### src/rtl/match_ctrl_if.sv
// Bus between the match sequencer and its surroundings (physics engine, HUD).
// The slave side is the sequencer; the master side is whoever drives frame
// timing, the start button and the physics results.
interface match_ctrl_if;
  logic       frame_tick;
  logic       start_btn;
  logic       phys_game_over;
  logic [1:0] phys_winner;
  logic       phys_valid;
  logic       phys_en;
  logic [3:0] p1_score;
  logic [3:0] p2_score;
  logic [1:0] state;
  logic [1:0] match_winner;
  logic       point_pulse;

  modport master (
    output frame_tick, start_btn, phys_game_over, phys_winner, phys_valid,
    input  phys_en, p1_score, p2_score, state, match_winner, point_pulse
  );

  modport slave (
    input  frame_tick, start_btn, phys_game_over, phys_winner, phys_valid,
    output phys_en, p1_score, p2_score, state, match_winner, point_pulse
  );
endinterface

### src/rtl/match_ctrl.sv
// Match sequencer: gates the physics update enable, credits points reported
// by the physics engine, freezes play for PAUSE_FRAMES frames after each point
// and declares the match winner.
// Optional feature macro: DEUCE_RULE_EN (win also requires a two-point lead;
// a player already saturated at 15 wins with any further point).
module match_ctrl #(
  parameter logic [3:0] WIN_SCORE    = 4'd15,
  parameter logic [7:0] PAUSE_FRAMES = 8'd60
) (
  input logic        clk,
  input logic        rst,
  match_ctrl_if.slave bus
);

  typedef enum logic [1:0] {
    IDLE  = 2'd0,
    PLAY  = 2'd1,
    PAUSE = 2'd2,
    OVER  = 2'd3
  } state_t;

  state_t     cur_state;
  state_t     nxt_state;
  logic       start_d;
  logic       start_edge;
  logic       credit;
  logic       p1_scores;
  logic       win_hit;
  logic [3:0] old_score;
  logic [3:0] opp_score;
  logic [3:0] new_score;
  logic [3:0] p1;
  logic [3:0] p2;
  logic [3:0] p1_nxt;
  logic [3:0] p2_nxt;
  logic [1:0] winner;
  logic [1:0] winner_nxt;
  logic [7:0] pause_cnt;
  logic [7:0] pause_cnt_nxt;
  logic       phys_en_r;
  logic       phys_en_nxt;
  logic       pulse_r;
  logic       pulse_nxt;

  assign start_edge = bus.start_btn & ~start_d;
  assign credit     = (cur_state == PLAY) & bus.phys_valid & bus.phys_game_over &
                      ((bus.phys_winner == 2'd1) | (bus.phys_winner == 2'd2));
  assign p1_scores  = (bus.phys_winner == 2'd1);
  assign old_score  = p1_scores ? p1 : p2;
  assign opp_score  = p1_scores ? p2 : p1;
  assign new_score  = (old_score == 4'd15) ? 4'd15 : old_score + 4'd1;

`ifdef DEUCE_RULE_EN
  // A scorer already stuck at 15 cannot widen the lead, so that point wins outright.
  assign win_hit = (new_score >= WIN_SCORE) &&
                   (((new_score > opp_score) && ((new_score - opp_score) >= 4'd2)) ||
                    (old_score == 4'd15));
`else
  assign win_hit = (new_score == WIN_SCORE);
`endif

  // Remember the previous start button level for edge detection.
  always_ff @(posedge clk or posedge rst) begin
    if (rst) start_d <= 1'b0;
    else     start_d <= bus.start_btn;
  end

  // State register.
  always_ff @(posedge clk or posedge rst) begin
    if (rst) cur_state <= IDLE;
    else     cur_state <= nxt_state;
  end

  // Next-state decision: start events, point outcomes and pause expiry.
  always_comb begin
    nxt_state = cur_state;
    case (cur_state)
      IDLE:  if (start_edge) nxt_state = PLAY;
      PLAY: begin
        if (credit) begin
          if (win_hit)                   nxt_state = OVER;
          else if (PAUSE_FRAMES != 8'd0) nxt_state = PAUSE;
        end
      end
      PAUSE: if (bus.frame_tick && (pause_cnt <= 8'd1)) nxt_state = PLAY;
      OVER:  if (start_edge) nxt_state = PLAY;
      default: nxt_state = IDLE;
    endcase
  end

  // Next values of scores, winner, pause counter and the registered pulses.
  always_comb begin
    p1_nxt        = p1;
    p2_nxt        = p2;
    winner_nxt    = winner;
    pause_cnt_nxt = pause_cnt;
    phys_en_nxt   = 1'b0;
    pulse_nxt     = 1'b0;
    case (cur_state)
      IDLE, OVER: begin
        if (start_edge) begin
          p1_nxt     = 4'd0;
          p2_nxt     = 4'd0;
          winner_nxt = 2'd0;
        end
      end
      PLAY: begin
        phys_en_nxt = bus.frame_tick & ~credit;
        if (credit) begin
          pulse_nxt = 1'b1;
          if (p1_scores) p1_nxt = new_score;
          else           p2_nxt = new_score;
          if (win_hit) winner_nxt    = bus.phys_winner;
          else         pause_cnt_nxt = PAUSE_FRAMES;
        end
      end
      PAUSE: begin
        if (bus.frame_tick && (pause_cnt != 8'd0)) pause_cnt_nxt = pause_cnt - 8'd1;
      end
      default: ;
    endcase
  end

  // Datapath and output registers; reset clears everything immediately.
  always_ff @(posedge clk or posedge rst) begin
    if (rst) begin
      p1        <= 4'd0;
      p2        <= 4'd0;
      winner    <= 2'd0;
      pause_cnt <= 8'd0;
      phys_en_r <= 1'b0;
      pulse_r   <= 1'b0;
    end else begin
      p1        <= p1_nxt;
      p2        <= p2_nxt;
      winner    <= winner_nxt;
      pause_cnt <= pause_cnt_nxt;
      phys_en_r <= phys_en_nxt;
      pulse_r   <= pulse_nxt;
    end
  end

  assign bus.phys_en      = phys_en_r;
  assign bus.p1_score     = p1;
  assign bus.p2_score     = p2;
  assign bus.state        = cur_state;
  assign bus.match_winner = winner;
  assign bus.point_pulse  = pulse_r;

endmodule
### src/flat_wrapper.sv
// flat-port wrapper written by rule: the top's interface ports become plain ports
module match_ctrl_flat 
#(
  parameter logic [3:0] WIN_SCORE    = 4'd15,
  parameter logic [7:0] PAUSE_FRAMES = 8'd60
)
  (clk, rst, bus_frame_tick, bus_start_btn, bus_phys_game_over, bus_phys_winner, bus_phys_valid, bus_phys_en, bus_p1_score, bus_p2_score, bus_state, bus_match_winner, bus_point_pulse);
  match_ctrl_if bus_i ();
  input logic clk;
  input logic rst;
  input wire logic [$bits(bus_i.frame_tick)-1:0] bus_frame_tick;
  input wire logic [$bits(bus_i.start_btn)-1:0] bus_start_btn;
  input wire logic [$bits(bus_i.phys_game_over)-1:0] bus_phys_game_over;
  input wire logic [$bits(bus_i.phys_winner)-1:0] bus_phys_winner;
  input wire logic [$bits(bus_i.phys_valid)-1:0] bus_phys_valid;
  output wire logic [$bits(bus_i.phys_en)-1:0] bus_phys_en;
  output wire logic [$bits(bus_i.p1_score)-1:0] bus_p1_score;
  output wire logic [$bits(bus_i.p2_score)-1:0] bus_p2_score;
  output wire logic [$bits(bus_i.state)-1:0] bus_state;
  output wire logic [$bits(bus_i.match_winner)-1:0] bus_match_winner;
  output wire logic [$bits(bus_i.point_pulse)-1:0] bus_point_pulse;
  assign bus_i.frame_tick = bus_frame_tick;
  assign bus_i.start_btn = bus_start_btn;
  assign bus_i.phys_game_over = bus_phys_game_over;
  assign bus_i.phys_winner = bus_phys_winner;
  assign bus_i.phys_valid = bus_phys_valid;
  assign bus_phys_en = bus_i.phys_en;
  assign bus_p1_score = bus_i.p1_score;
  assign bus_p2_score = bus_i.p2_score;
  assign bus_state = bus_i.state;
  assign bus_match_winner = bus_i.match_winner;
  assign bus_point_pulse = bus_i.point_pulse;
  match_ctrl #(.WIN_SCORE(WIN_SCORE), .PAUSE_FRAMES(PAUSE_FRAMES)) u_core (.clk(clk), .rst(rst), .bus(bus_i));
endmodule
### config.mk
export PLATFORM = sky130hd
export DESIGN_NAME = match_ctrl_flat
export DESIGN_NICKNAME = d
export VERILOG_FILES = /design/src/rtl/match_ctrl_if.sv /design/src/rtl/match_ctrl.sv /design/src/flat_wrapper.sv
export SDC_FILE = /design/constraint.sdc
export NUM_CORES = 1
export LEC_CHECK = 0
export ABC_AREA = 0
export CAP_MARGIN = 20
export CORE_MARGIN = 1.5
export CORE_UTILIZATION = 58
export DETAILED_ROUTE_END_ITERATION = 10
export GPL_TIMING_DRIVEN = 0
export PLACE_DENSITY = 0.9
export SLEW_MARGIN = 15
export SYNTH_ARGS = -nofsm -noshare
export SYNTH_HDL_FRONTEND = slang
export SYNTH_SLANG_ARGS = --single-unit
### constraint.sdc
create_clock -name clk -period 4.05 [get_ports clk]
set_input_delay 1.215 -clock clk [delete_from_list [all_inputs] [get_ports clk]]
set_output_delay 1.215 -clock clk [all_outputs]
set_load 0.05 [all_outputs]
* After elaboration in Yosys (flattened, before gate mapping)
Index checks and enable logic that the tools add are counted.
Storage, ports and cells: logic and storage cells 71, register bits after elaboration 23, memories kept 0, bits in read-only memories 0, RAM bits 0, output and inout port bits 14, latch bits 0, bits of input ports 8
Cells by class: equal/unequal tests 15, divide/modulo/power cells 0, mux-type cells 25, multipliers 0, reduce and logical (&&, ||, !) cells 12, magnitude comparators 1, bitwise operators 8, $add $sub $neg 2, shift operators 0
Operator list (number):
- $mux W4 | 7
- $mux W8 | 3
- $pmux W4 S2 | 2
- $pmux W8 S2 | 1
- $reduce_and A4 Y1 | 4
- $mux W2 | 6
- $ne A2 B1 Y1 const B | 6
- $eq A4 B4 Y1 const B | 2
- $le A8 B1 Y1 const B | 1
- $reduce_bool A8 Y1 | 1
- $sub A8 B1 Y8 const B | 1
- $eq A2 B2 Y1 const B | 3
- $pmux W2 S3 | 1
- $and A1 B1 Y1 | 5
- $add A4 B1 Y4 const B | 1
- $eq A2 B1 Y1 const B | 2
- $mux W1 | 4
- $ne A2 B2 Y1 const B | 2
- $pmux W2 S2 | 1
- $reduce_bool A2 Y1 | 2
- $reduce_and A3 Y1 | 1
- $logic_and A1 B1 Y1 | 2
- $logic_not A2 Y1 | 1
- $not A1 Y1 | 2
- 2 further kinds | 2

* Logic depth before layout (Yosys ltp)
depth after elaboration 8, mapped depth 11

* Worst setup path after synthesis
OpenSTA, ideal clock, no wires.
path kind input to register, from in bus_phys_winner[1], to reg u_core.pause_cnt[6], buffers on the path 1, slack 0.523 ns, setup time 0.066 ns, arrival 3.461 ns, cell stages on the path 9, cell sequence inv_1 > ha_1 > buf_4 > mux2_2 > ha_1 > o211a_1 > a311o_2 > a2111oi_4 > a22o_1
Between the ends: word-level cells in the longest chain between the ends 7, elaborated cells between the ends (all ways) 12, classes of those cells add/sub (1); eq/ne (6); mux (2); bitwise (2); reduce/logical (1)
RTL lines:
- start, declared | line flat_wrapper.sv:14 | input wire logic [$bits(bus_i.phys_winner)-1:0] bus_phys_winner;
- $eq A2 B1 Y1 | line match_ctrl.sv:47, match_ctrl.sv:48
- $mux W4 | line match_ctrl.sv:49 | assign old_score = p1_scores ? p1 : p2;
- $add A4 B1 Y4 or $eq A4 B4 Y1 (tied branches) | line match_ctrl.sv:51 | assign new_score = (old_score == 4'd15) ? 4'd15 : old_score + 4'd1;
- $mux W4 | line match_ctrl.sv:51
- $eq A4 B4 Y1 | line match_ctrl.sv:59 | assign win_hit = (new_score == WIN_SCORE);
- $ne A2 B2 Y1 (no source line)
- $reduce_and A4 Y1 (no source line) *
- end signal, assigned | line match_ctrl.sv:137 | pause_cnt <= pause_cnt_nxt;
- end, declared | line match_ctrl.sv:38 | logic [7:0] pause_cnt;
Mark *: on every way between the ends. The rest lies on a longest branch, timed or not. A chain may end at the register's enable or synchronous reset.

* Worst setup path in the final report
from in bus_phys_winner[0], to reg u_core.pause_cnt[6]
Same word-level chain as after synthesis.

==> results.md <==
| Parameter | Reported | Unit |
|---|---|---|
| Status | finished clean | - |
| Post-route DRC violation count | 0 | - |
| Number of buffers inserted by port buffering | 21 | - |
| Routed wire length on met3 | 137 | um |
| Fin nets | 193 | - |
| Setup slack after layout | 0.142 | ns |
| Count of antenna-violating nets left after detailed routing | 0 | - |
| Final worst path period need | 3.91 | ns |
| HPWL reported at the end of detailed placement | 2.60 | mm |
| Synth top area share | 38.1 | % |
| Clock tree root buffer cell | sky130_fd_sc_hd__clkbuf_4 | - |
| Critical Path Source Type | primary input | - |
| Startpoint of the most critical hold path | u_core.pause_cnt[6] | - |
| Path class of the lowest-slack min-delay path | flop to flop | - |
| Leak pwr | 0.742 | nW |
| Tightest hold margin | 0.568 | ns |
| Class of the most critical setup path | primary input to flop | - |
| Final-report setup violation count | 0 | - |
| Arrival time reported for the critical path endpoint | 4.16 | ns |
| Highest layer used for signal routing | met4 | - |
| Library cell occupying the most area in the post-synthesis netlist | sky130_fd_sc_hd__dfrtp_1 | - |
| Total power consumption of the routed design | 1.19 | mW |
| Post-detailed-routing wire length | 3.46 | mm |
| Max_cap viols | 0 | - |
| R2r worst-path depth | 8 | - |
| TritonCTS clock tree | yes | - |
| Number of enable flip-flop cells after synthesis | 0 | - |
| Buffer depth of the longest clock path | 2 | - |
| I/O pin cnt | 22 | - |
| Maximum clock rate | 256 | MHz |
| Leading cell types by count after synthesis | 23 x sky130_fd_sc_hd__dfrtp_1, 15 x sky130_fd_sc_hd__inv_1, 14 x sky130_fd_sc_hd__mux2_2 | - |
| Area of all sequential standard cells | 576 | um2 |
| Number of optimization iterations in the first detailed-route pass | 4 | - |
| Register-to-register setup slack | 1.53 | ns |
| Clock transition at path regs | 0.12 | ns |
| Number of pins exceeding their max-slew limit in the final report | 0 | - |
| Count leader, synth | sky130_fd_sc_hd__dfrtp_1 | - |
| Launch point of the worst reg-to-reg path | u_core.bus.state[1] | - |
| Maximum clock skew at final layout | 0.0107 | ns |
| Number of clock sinks seen by CTS | 23 | - |
| Hold endpoint | u_core.pause_cnt[6] | - |
| Ys async rst share | 100 | % |
| Required time worst endpoint | 4.30 | ns |
| RSZ-0062 raised after global routing | false | - |
| Met1 wire length | 1.54 | mm |
| Total clock buffers created by CTS | 3 | - |
| Placement Rows | 18 | - |
| Combined global-route utilization of all metal layers | 27.2 | % |
| Predominant post-synthesis flop cell | sky130_fd_sc_hd__dfrtp_1 | - |
| Routability Congestion | 0.867 | - |
| Max_slew headroom | 40.8 | % |
| Flops & latches, synth | 23 | - |
| Post-CTS setup repair buffer count | 0 | - |
| Post-Syn Area | 0.00151 | mm2 |
| Post-synthesis cell count | 151 | - |
| Tightest Pin Transition | 0.887 | ns |
| Die Area | 0.00292 | mm2 |
| Cell types with the largest area share after synthesis | sky130_fd_sc_hd__dfrtp_1 38%, sky130_fd_sc_hd__mux2_2 10%, sky130_fd_sc_hd__ha_1 6.6%, sky130_fd_sc_hd__inv_1 3.7%, sky130_fd_sc_hd__a211oi_1 3.0% | - |
| Wire length of the first global-routing pass | 5.82 | mm |
| Initial Utilization | 61.0 | % |
| Detailed Route Iter0 Violations | 51 | - |
| Ratio of final minimum period to clock period | 96.5 | % |
| Placeable core region | 0.00248 | mm2 |
| CTS H-tree depth | 1 | - |
| Fraction of final layout cells with drive strength greater than 1 | 15.9 | % |
| Sequential cell area fraction in the yosys report | 38.1 | % |
| Routed wire length per instance | 16.8 | um |
| Place WS | -0.251 | ns |
| Die Height | 54.1 | um |
| Area of the multi-input gates | 875 | um2 |
| Vias in the first global route | 1,270 | - |
| Antenna violations before repair | 0 | - |
| Overflow left after global routing | 0 | - |
| N_diodes | 0 | - |
| End of the worst register-to-register path | u_core.bus.p2_score[1] | - |
| Synthesis-to-finish area growth | 19.4 | % |
| Cell Pwr Density | 660 | mW/mm2 |
| Met2 Routed Length | 1.74 | mm |
| Horizontal die dimension | 54.1 | um |
| Avg Cell Area, Syn | 10.0 | um2 |
| Via density | 6.41 | - |
| Final hold violation count | 0 | - |
| Final core utilization | 72.8 | % |
| Cell variety after synth | 44 | - |
| Post-Synthesis Net Count | 167 | - |
| Overall via count from detail_route | 1,321 | - |
| Pin count of the biggest net entering global routing | 24 | - |
| Yosys warnings | 0 | - |
| Clock latency on the worst-skew pair | 0.32 | ns |
| Fill cell count | 193 | - |
| Hold Path Depth | 1 | - |
| Worst vdd ir | 0.538 | mV |
| Critical path capture point type | flop | - |
| Crit-path max FO | 10 | - |
through the flow:
step	cell area (um2)	std cells	setup TNS, ns
2_1_floorplan	1510	151	0
3_3_place_gp	1760	202	-1.15
3_5_place_dp	1760	202	-1.78
4_1_cts	1790	206	0
5_1_grt	1800	206	0
6_report	1800	206	0
routing by layer:
metal,GRT usage (%),up-vias
met4,7.50,0
met2,48.2,43
met5,0,-
met3,6.11,8
met1,33.0,636
li1,-,634
registers in the layout (all words and copies together), names as in the netlist:
register,flops
u_core.start_d,1
u_core.bus.p2_score,4
u_core.bus.p1_score,4
u_core.bus.state,2
u_core.bus.point_pulse,1
u_core.pause_cnt,8
u_core.bus.match_winner,2
u_core.bus.phys_en,1
worst max path at each step:
stage	cells after the start	end	from	slack, ns
5_1_grt	10	u_core.pause_cnt[4]	bus_phys_winner[1]	0.03
4_1_cts	11	u_core.pause_cnt[3]	bus_phys_winner[1]	0.05
6_report	9	u_core.pause_cnt[6]	bus_phys_winner[0]	0.14
3_5_place_dp	11	u_core.pause_cnt[3]	bus_phys_winner[1]	-0.25
3_3_place_gp	9	u_core.pause_cnt[5]	bus_phys_winner[0]	-0.22
2_1_floorplan	9	u_core.pause_cnt[6]	bus_phys_winner[1]	0.52
where the power goes:
| group | leakage [nW] | switching (mW) | internal, mW |
|---|---|---|---|
| combinational | 0.438 | 0.458 | 0.265 |
| clock | 0.0150 | 0.0697 | 0.0385 |
| sequential | 0.289 | 0.0669 | 0.293 |
| total | 0.742 | 0.595 | 0.596 |
worst max-delay path: stages:
cell and delay [ns]:
sky130_fd_sc_hd__clkdlybuf4s50_1 0.49, sky130_fd_sc_hd__ha_1 0.23, sky130_fd_sc_hd__buf_4 0.19, sky130_fd_sc_hd__mux2_2 0.40
sky130_fd_sc_hd__ha_1 0.34, sky130_fd_sc_hd__o211a_1 0.26, sky130_fd_sc_hd__a311o_2 0.43, sky130_fd_sc_hd__a2111oi_4 0.39
sky130_fd_sc_hd__a22o_1 0.22
logic make-up after synthesis:
| kind of cell | synth area share [%] |
|---|---|
| adders and majority gates | 6.62 |
| muxes | 12.4 |
| and+or+nand+nor | 13.7 |
| DFF | 38.1 |
| AOI/OAI and AO/OA | 23.9 |
| buffers and inverters | 5.30 |
repair_timing:
| item | 4_1_cts | 5_1_grt |
|---|---|---|
| setup endpoints to repair | 0 | 9 |
| resized for setup | 0 | 4 |
| hold buffers | 0 | 0 |
cell type report:
type / count / share of cell area [%]
Inverter: 15 / 3.12
Multi-Input combinational cell: 108 / 48.5
Sequential cell: 23 / 31.9
Timing Repair Buffer: 21 / 11.7
Tap cell: 30 / 2.08
Clock buffer: 4 / 1.46
Buffer: 5 / 1.32
layout by cell type (no fill, tap or decap), drive strengths merged, types with 4 or more instances in the layout:
cell type / instances
ha: 8
o21ai: 5
inv: 15
a21oi: 4
nand3: 4
a31oi: 4
mux2: 14
nand2: 10
nor3: 6
dfrtp: 23
clkdlybuf4s50: 21
o211ai: 6
a211oi: 6
clkbuf: 7
(Power assumes the default switching activity.)
